File: src/rtl/sd_cmd_arb_pkg.sv
// Shared types and widths for the SD command arbiter and its round-robin picker.
package sd_cmd_arb_pkg;

  typedef enum logic [3:0] {
    ST_IDLE  = 4'b0001,
    ST_ISSUE = 4'b0010,
    ST_WAIT  = 4'b0100,
    ST_DONE  = 4'b1000
  } arb_state_t;

  localparam int CMD_INDEX_W = 6;
  localparam int CMD_ARG_W   = 32;
  localparam int RSP_W       = 128;

  function automatic int id_width(input int n);
    return (n <= 1) ? 1 : $clog2(n);
  endfunction

endpackage

File: src/rtl/rr_picker.sv
// Combinational round-robin pick: first set request at or above rr_ptr, wrapping.
module rr_picker
  import sd_cmd_arb_pkg::*;
#(
  parameter int NUM_REQ = 2,
  parameter int ID_W    = id_width(NUM_REQ)
) (
  input  logic [NUM_REQ-1:0] req_valid,
  input  logic [ID_W-1:0]    rr_ptr,
  output logic [ID_W-1:0]    winner,
  output logic               any_valid
);

  logic            found;
  logic [ID_W-1:0] idx_w;

  always_comb begin
    winner    = '0;
    found     = 1'b0;
    idx_w     = '0;
    any_valid = |req_valid;
    for (int k = 0; k < NUM_REQ; k++) begin
      idx_w = ID_W'((int'(rr_ptr) + k) % NUM_REQ);
      if (!found && req_valid[idx_w]) begin
        winner = idx_w;
        found  = 1'b1;
      end
    end
  end

endmodule

File: src/rtl/cmd_arbiter.sv
// Round-robin arbiter sharing one SD command controller between NUM_REQ requesters.
// Define CMD_ARB_TIMEOUT_EN to build the WAIT-state timeout timer.
//
// state    | meaning
// ST_IDLE  | arbitrate pending requests, latch winner command
// ST_ISSUE | present new_command to the controller for one cycle
// ST_WAIT  | wait for command_complete (or timeout when enabled)
// ST_DONE  | wait for the controller to drop command_complete
module cmd_arbiter
  import sd_cmd_arb_pkg::*;
#(
  parameter int          NUM_REQ        = 2,
  parameter logic [15:0] TIMEOUT_CYCLES = 16'd4096
) (
  input  logic                         clock,
  input  logic                         reset,
  input  logic [NUM_REQ-1:0]           req_valid,
  input  logic [CMD_INDEX_W*NUM_REQ-1:0] req_index,
  input  logic [CMD_ARG_W*NUM_REQ-1:0] req_argument,
  output logic [NUM_REQ-1:0]           req_grant,
  output logic [NUM_REQ-1:0]           req_done,
  output logic [NUM_REQ-1:0]           req_timeout,
  output logic [RSP_W-1:0]             rsp_data,
  output logic                         new_command,
  output logic [CMD_INDEX_W-1:0]       cmd_index,
  output logic [CMD_ARG_W-1:0]         cmd_argument,
  input  logic                         command_complete,
  input  logic [RSP_W-1:0]             response,
  output logic                         busy
);

  localparam int ID_W = id_width(NUM_REQ);

  arb_state_t state, state_nx;
  logic [ID_W-1:0]        cur, cur_nx, rr_ptr, rr_ptr_nx, pick_id;
  logic                   pick_any;
  logic [NUM_REQ-1:0]     grant_nx, done_nx, timeout_nx;
  logic                   new_cmd_nx;
  logic [CMD_INDEX_W-1:0] idx_nx;
  logic [CMD_ARG_W-1:0]   arg_nx;
  logic [RSP_W-1:0]       rsp_nx;
  logic                   timer_hit;

  rr_picker #(
    .NUM_REQ (NUM_REQ),
    .ID_W    (ID_W)
  ) u_picker (
    .req_valid (req_valid),
    .rr_ptr    (rr_ptr),
    .winner    (pick_id),
    .any_valid (pick_any)
  );

`ifdef CMD_ARB_TIMEOUT_EN
  logic [15:0] timer;

  // Counts WAIT cycles from 0; hitting TIMEOUT_CYCLES-1 forces the exit, so it never wraps.
  always_ff @(posedge clock) begin
    if (reset)
      timer <= '0;
    else if (state == ST_ISSUE)
      timer <= '0;
    else if (state == ST_WAIT)
      timer <= timer + 16'd1;
  end

  assign timer_hit = (timer == TIMEOUT_CYCLES - 16'd1);
`else
  logic timeout_unused;
  assign timeout_unused = ^TIMEOUT_CYCLES;
  assign timer_hit      = 1'b0;
`endif

  always_comb begin
    state_nx   = state;
    cur_nx     = cur;
    rr_ptr_nx  = rr_ptr;
    idx_nx     = cmd_index;
    arg_nx     = cmd_argument;
    rsp_nx     = rsp_data;
    grant_nx   = '0;
    done_nx    = '0;
    timeout_nx = '0;
    new_cmd_nx = 1'b0;
    case (state)
      ST_IDLE: begin
        if (pick_any) begin
          cur_nx   = pick_id;
          idx_nx   = req_index[int'(pick_id)*CMD_INDEX_W +: CMD_INDEX_W];
          arg_nx   = req_argument[int'(pick_id)*CMD_ARG_W +: CMD_ARG_W];
          grant_nx = NUM_REQ'(1) << pick_id;
          state_nx = ST_ISSUE;
        end
      end
      ST_ISSUE: begin
        new_cmd_nx = 1'b1;
        state_nx   = ST_WAIT;
      end
      ST_WAIT: begin
        // Completion beats a coincident timeout.
        if (command_complete) begin
          rsp_nx   = response;
          done_nx  = NUM_REQ'(1) << cur;
          state_nx = ST_DONE;
        end else if (timer_hit) begin
          timeout_nx = NUM_REQ'(1) << cur;
          state_nx   = ST_DONE;
        end
      end
      ST_DONE: begin
        if (!command_complete) begin
          rr_ptr_nx = (int'(cur) == NUM_REQ - 1) ? '0 : cur + 1'b1;
          state_nx  = ST_IDLE;
        end
      end
      default: state_nx = ST_IDLE;
    endcase
  end

  always_ff @(posedge clock) begin
    if (reset) begin
      state        <= ST_IDLE;
      cur          <= '0;
      rr_ptr       <= '0;
      req_grant    <= '0;
      req_done     <= '0;
      req_timeout  <= '0;
      rsp_data     <= '0;
      new_command  <= 1'b0;
      cmd_index    <= '0;
      cmd_argument <= '0;
      busy         <= 1'b0;
    end else begin
      state        <= state_nx;
      cur          <= cur_nx;
      rr_ptr       <= rr_ptr_nx;
      req_grant    <= grant_nx;
      req_done     <= done_nx;
      req_timeout  <= timeout_nx;
      rsp_data     <= rsp_nx;
      new_command  <= new_cmd_nx;
      cmd_index    <= idx_nx;
      cmd_argument <= arg_nx;
      busy         <= (state_nx != ST_IDLE);
    end
  end

endmodule

File: config.mk
export PLATFORM = sky130hd
export DESIGN_NAME = cmd_arbiter
export DESIGN_NICKNAME = d
export VERILOG_FILES = /design/src/rtl/sd_cmd_arb_pkg.sv /design/src/rtl/rr_picker.sv /design/src/rtl/cmd_arbiter.sv
export SDC_FILE = /design/constraint.sdc
export NUM_CORES = 1
export LEC_CHECK = 0
export CAP_MARGIN = 25
export CORE_AREA = 2 2 149 151
export CTS_CLUSTER_DIAMETER = 150
export DETAILED_ROUTE_END_ITERATION = 8
export DIE_AREA = 0 0 151 153
export PLACE_DENSITY = 0.7
export SYNTH_ARGS = -nofsm -noshare
export SYNTH_HDL_FRONTEND = slang
export SYNTH_SLANG_ARGS = --single-unit
File: constraint.sdc
create_clock -name clock -period 3.45 [get_ports clock]
set_clock_uncertainty 0.05 [all_clocks]
set_input_delay 0.5175 -clock clock [delete_from_list [all_inputs] [get_ports clock]]
set_output_delay 0.5175 -clock clock [all_outputs]
set_load 0.1 [all_outputs]
After elaboration in Yosys (flattened, before gate mapping)
Index checks and enable logic that the tools add are counted.
{ "totals": {"input_bits": 209, "wordCells": 49, "regBits": 178} }
{ "op_classes": {"muxes": 13, "n_bitwise": 4, "eq_ne": 5, "reduce_logical": 8, "n_addsub": 2, "n_shift": 4, "order_cmp": 2, "n_mul": 1} }
{ "op_table": {"columns": ["operator", "count"], "rows": [
  ["$shiftx A64 B7 Y32", 1],
  ["$pmux W4 S4", 1],
  ["$mux W4", 3],
  ["$shiftx A12 B5 Y6", 1],
  ["$mux W1", 9],
  ["$reduce_and A2 Y1", 3],
  ["$reduce_or A3 Y1", 2],
  ["$eq A4 B1 Y1 const B", 1],
  ["$eq A4 B2 Y1 const B", 1],
  ["$eq A4 B3 Y1 const B", 1],
  ["$eq A4 B4 Y1 const B", 1],
  ["$lt A1 B2 Y1 const B", 2],
  ["$ne A4 B1 Y1 const B", 1],
  ["$not A1 Y1", 4],
  ["$shl A1 B1 Y2 const A", 2],
  ["$mul A1 B2 Y3 const B", 1],
  ["$add A1 B1 Y1 const B", 2],
  ["$reduce_or A2 Y1", 1],
  ["$logic_and A1 B1 Y1", 1],
  ["$logic_not A1 Y1", 1]
]} }

Logic depth before layout (Yosys ltp)
{ "depth": {"ltp_word": 8, "depth_mapped": 7} }

By module
Synthesis repeated with hierarchy kept, for this count alone.
{ "hier_totals": {"cells_unflattened": 825, "hier_area_um2": 8120.3} }
{ "modules_own_cells": {"columns": ["mod", "instances", "seq_area_each_um2", "cells_each", "area_each_um2"], "rows": [
  ["cmd_arbiter", 1, 3563.4, 822, 8102.8],
  ["rr_picker", 1, 0.0, 3, 17.5]
]} }

Least setup slack after synthesis
Ideal clock, no wire load.
{ "synth_path": {"path_type": "input -> register", "from": "in command_complete", "to": "reg rsp_data[77]", "path_stages": 6, "required_ps": 3268, "setup_time_ps": 132, "arrival_ps": 1483, "setup_slack_ps": 1784, "cell_sequence": "or3b_4 buf_6 buf_6 buf_6 o21ai_0 a21oi_1"} }
{ "synth_via": {"elab_chain_cells": 1} }
{ "synth_lines": {"columns": ["element", "line_no", "rtl"], "rows": [
  ["start, declared", "cmd_arbiter.sv:27", "input logic command_complete,"],
  ["$reduce_and A2 Y1 (no source line)", null, null],
  ["end signal, assigned", "cmd_arbiter.sv:140", "rsp_data <= rsp_nx;"],
  ["end, declared", "cmd_arbiter.sv:23", "output logic [RSP_W-1:0] rsp_data,"]
]} }
Every way passes these cells.
A chain may end at the register's enable or synchronous reset.

Worst setup path in the final report
{ "layout_path": {"from": "reg rsp_data[15]", "to": "out rsp_data[15]"} }
No word-level cell between the ends.

==> qor.csv <==
stage;metric;value;unit
layout;drive_above_1_share;0.0517;
clock_tree;post_cts_resized;0;
layout;multi_input_comb_area;3000;um2
layout;nets;1337;
route;viasPerCell;5.23;
logic_synthesis;synth-seq-area-share;0.505;
setup_path;cp.required;2.88;ns
floorplan;rows;54;
setup_path;worstSetupPathType;flop to output port;
timing;maxSlewViolCount;0;
timing;min_period;2.53;ns
global_route;overflow;0;
place;portBuffers;380;
global_route;grt_max_degree;97;
timing;max_freq;0.396;GHz
layout;nFillCells;2009;
setup_path;cp_top_family;buffers and inverters;
timing;hold_violations;0;
route;drt_iter0_markers;392;
route;drtPass1Iterations;5;
global_route;grt_pass1_vias;7017;
logic_synthesis;yosysTopAreaCellShare;0.505;
layout;finish.utilization;0.535;
clock_tree;cts_buffers;17;
power;p_total;5450;uW
setup_path;end_kind;output port;
logic_synthesis;syn_avg_cell_area;8.59;um2
logic_synthesis;yosys-top-cells-area;dfxtp_1 (51%), a21oi_1 (12%), nand3_1 (9.1%), o21ai_0 (8.7%), o32ai_1 (4.7%);
floorplan;die_w;151;um
setup_path;worst-path-buf-inv;1;
setup_path;crit_fanout;2;
global_route;antenna_found_initial;1;
layout;regArea;3560;um2
run;maxCapViolCount;0;
floorplan;core-area;21500;um2
clock_tree;holdBufCountCts;0;
floorplan;start_util;0.328;
place;gpl.final_weighted_congestion;0.741;
power;powerDensity;474;nW/um2
timing;rsz0062_at_grt;no;
logic_synthesis;synth_cells;821;
layout;final-instance-count-excl-fill;1421;
timing;setup_viol;0;
power;power_leakage;0.00373;uW
layout;final_common_cell;clkdlybuf4s50_1;
route;dr_total_vias;7437;
clock_tree;htreeDepth;4;
floorplan;fp.dieArea;23100;um2
logic_synthesis;yosys.area.top_type;dfxtp_1;
power;ir_worst_vdd;0.334;mV
logic_synthesis;ys_seq_elements;178;
setup_path;max_stage_delay;1.19;ns
clock_tree;cts_tree;built;
min_path;worstHoldPathType;flop to flop;
clock_tree;path_clk_slew;0.07;ns
timing;tns;0;ns
timing;relSlewSlack;0.297;
timing;fin_crit_sh;0.732;
layout;antenna_cells;0;
timing;worstMarginPinSlew;1.05;ns
floorplan;io_pins;383;
setup_path;critPathLaunchType;flop;
setup_path;path_cells;clkdlybuf4s50_1;
place;dpl.cell_count;1389;
global_route;grt_pass1_wl;37900;um
clock_tree;cts.sinks;178;
setup_path;arrival;1.96;ns
clock_tree;root_buffer;clkbuf_16;
setup_path;reg2reg_setup_slack;1.28;ns
route;antenna_left;0;
global_route;grt_use_total;0.205;
route;wl;25100;um
layout;area_growth;63.0;%
logic_synthesis;syn_area;7050;um2
timing;whs;0.422;ns
logic_synthesis;synth_cell_types;31;
clock_tree;clockBufferDepth;2;
route;wire_per_inst;17.7;um
place;place_hpwl;16800;um
clock_tree;clk_latency;0.42;ns
route;drc;0;
setup_path;crit_path_top_delay_cell;clkdlybuf4s50_1;
logic_synthesis;yosysWarnings;0;
outcome;status;completed;
clock_tree;cts_setup_buffers;0;
layout;layout_common_cells;clkdlybuf4s50_1 (376), dfxtp_1 (178), a21oi_1 (168);
floorplan;die_h;153;um
## worst paths after layout
check / from / to / cells past startpoint
max: rsp_data[15] / rsp_data[15] / 1
min: rsp_data[50] / rsp_data[50] / 2
max reg2reg: state[2] / rsp_data[45] / 4
min reg2reg: rsp_data[50] / rsp_data[50] / 2
## cell type report
class / instances / share of cell area
Tap cell: 280 / 0.0305
Timing Repair Buffer: 394 / 0.346
Clock inverter: 14 / 0.0138
Clock buffer: 18 / 0.0382
Multi-Input combinational cell: 535 / 0.261
Sequential cell: 178 / 0.310
Inverter: 2 / 0.000653
## flip-flops by register name (all words and copies together) (netlist names)
signal        cells
rsp_data        128
rr_ptr            1
cur               1
req_done          2
cmd_argument     32
cmd_index         6
busy              1
new_command       1
state             4
req_grant         2
## per-stage QoR
stage	setup slack (ns)	instance area, um2
after floorplan	1.78	7060
after global placement	0.630	10900
after detailed placement	1.02	10900
after CTS	0.902	11500
after global routing	0.874	11500
final	0.924	11500
## kinds of logic (layout without fill, tap and decap cells)
| logic type | count (synthesis) | after routing | share of synthesized area |
|---|---|---|---|
| AOI/OAI and AO/OA | 380 | 380 | 0.307 |
| xor gates and xnor gates | 2 | 2 | 0.00248 |
| other | 1 | 2 | 0.000532 |
| and+or+nand+nor | 151 | 151 | 0.112 |
| DFF | 178 | 178 | 0.505 |
| buffers and inverters | 109 | 428 | 0.0726 |
## report_power, final
group	switching (uW)	total [uW]	leakage [uW]	internal (uW)
clock network	918	1970	0.000294	1060
registers	45.2	2180	0.00144	2130
logic	870	1300	0.00199	433
## cells in the mapped netlist, drive strengths merged
master	instances
a21bo	2
a2111oi	1
or2	1
inv	2
buf	38
and2	1
nor2b	2
o32ai	38
nor4	3
dfxtp	178
a211oi	40
a21oi	168
o211ai	1
clkbuf	69
or3b	1
a211o	1
xnor2	1
nand2b	2
nand3	128
nor3b	2
nand2	3
nor4b	1
nor2	3
nand3b	1
o21ai	129
nor3	3
conb	1
xor2	1
## routing by layer
| metal | wire, um | share of wire | up-vias | GRT usage |
|---|---|---|---|---|
| met5 | 16 | 0.00064 | - | 0 |
| met3 | 2100 | 0.084 | 40 | 0.0612 |
| met2 | 12000 | 0.48 | 301 | 0.346 |
| li1 | - | - | 3636 | - |
| met1 | 10200 | 0.41 | 3458 | 0.242 |
| met4 | 804 | 0.032 | 2 | 0.0832 |
Note: power is estimated with default switching activity, not from simulation.
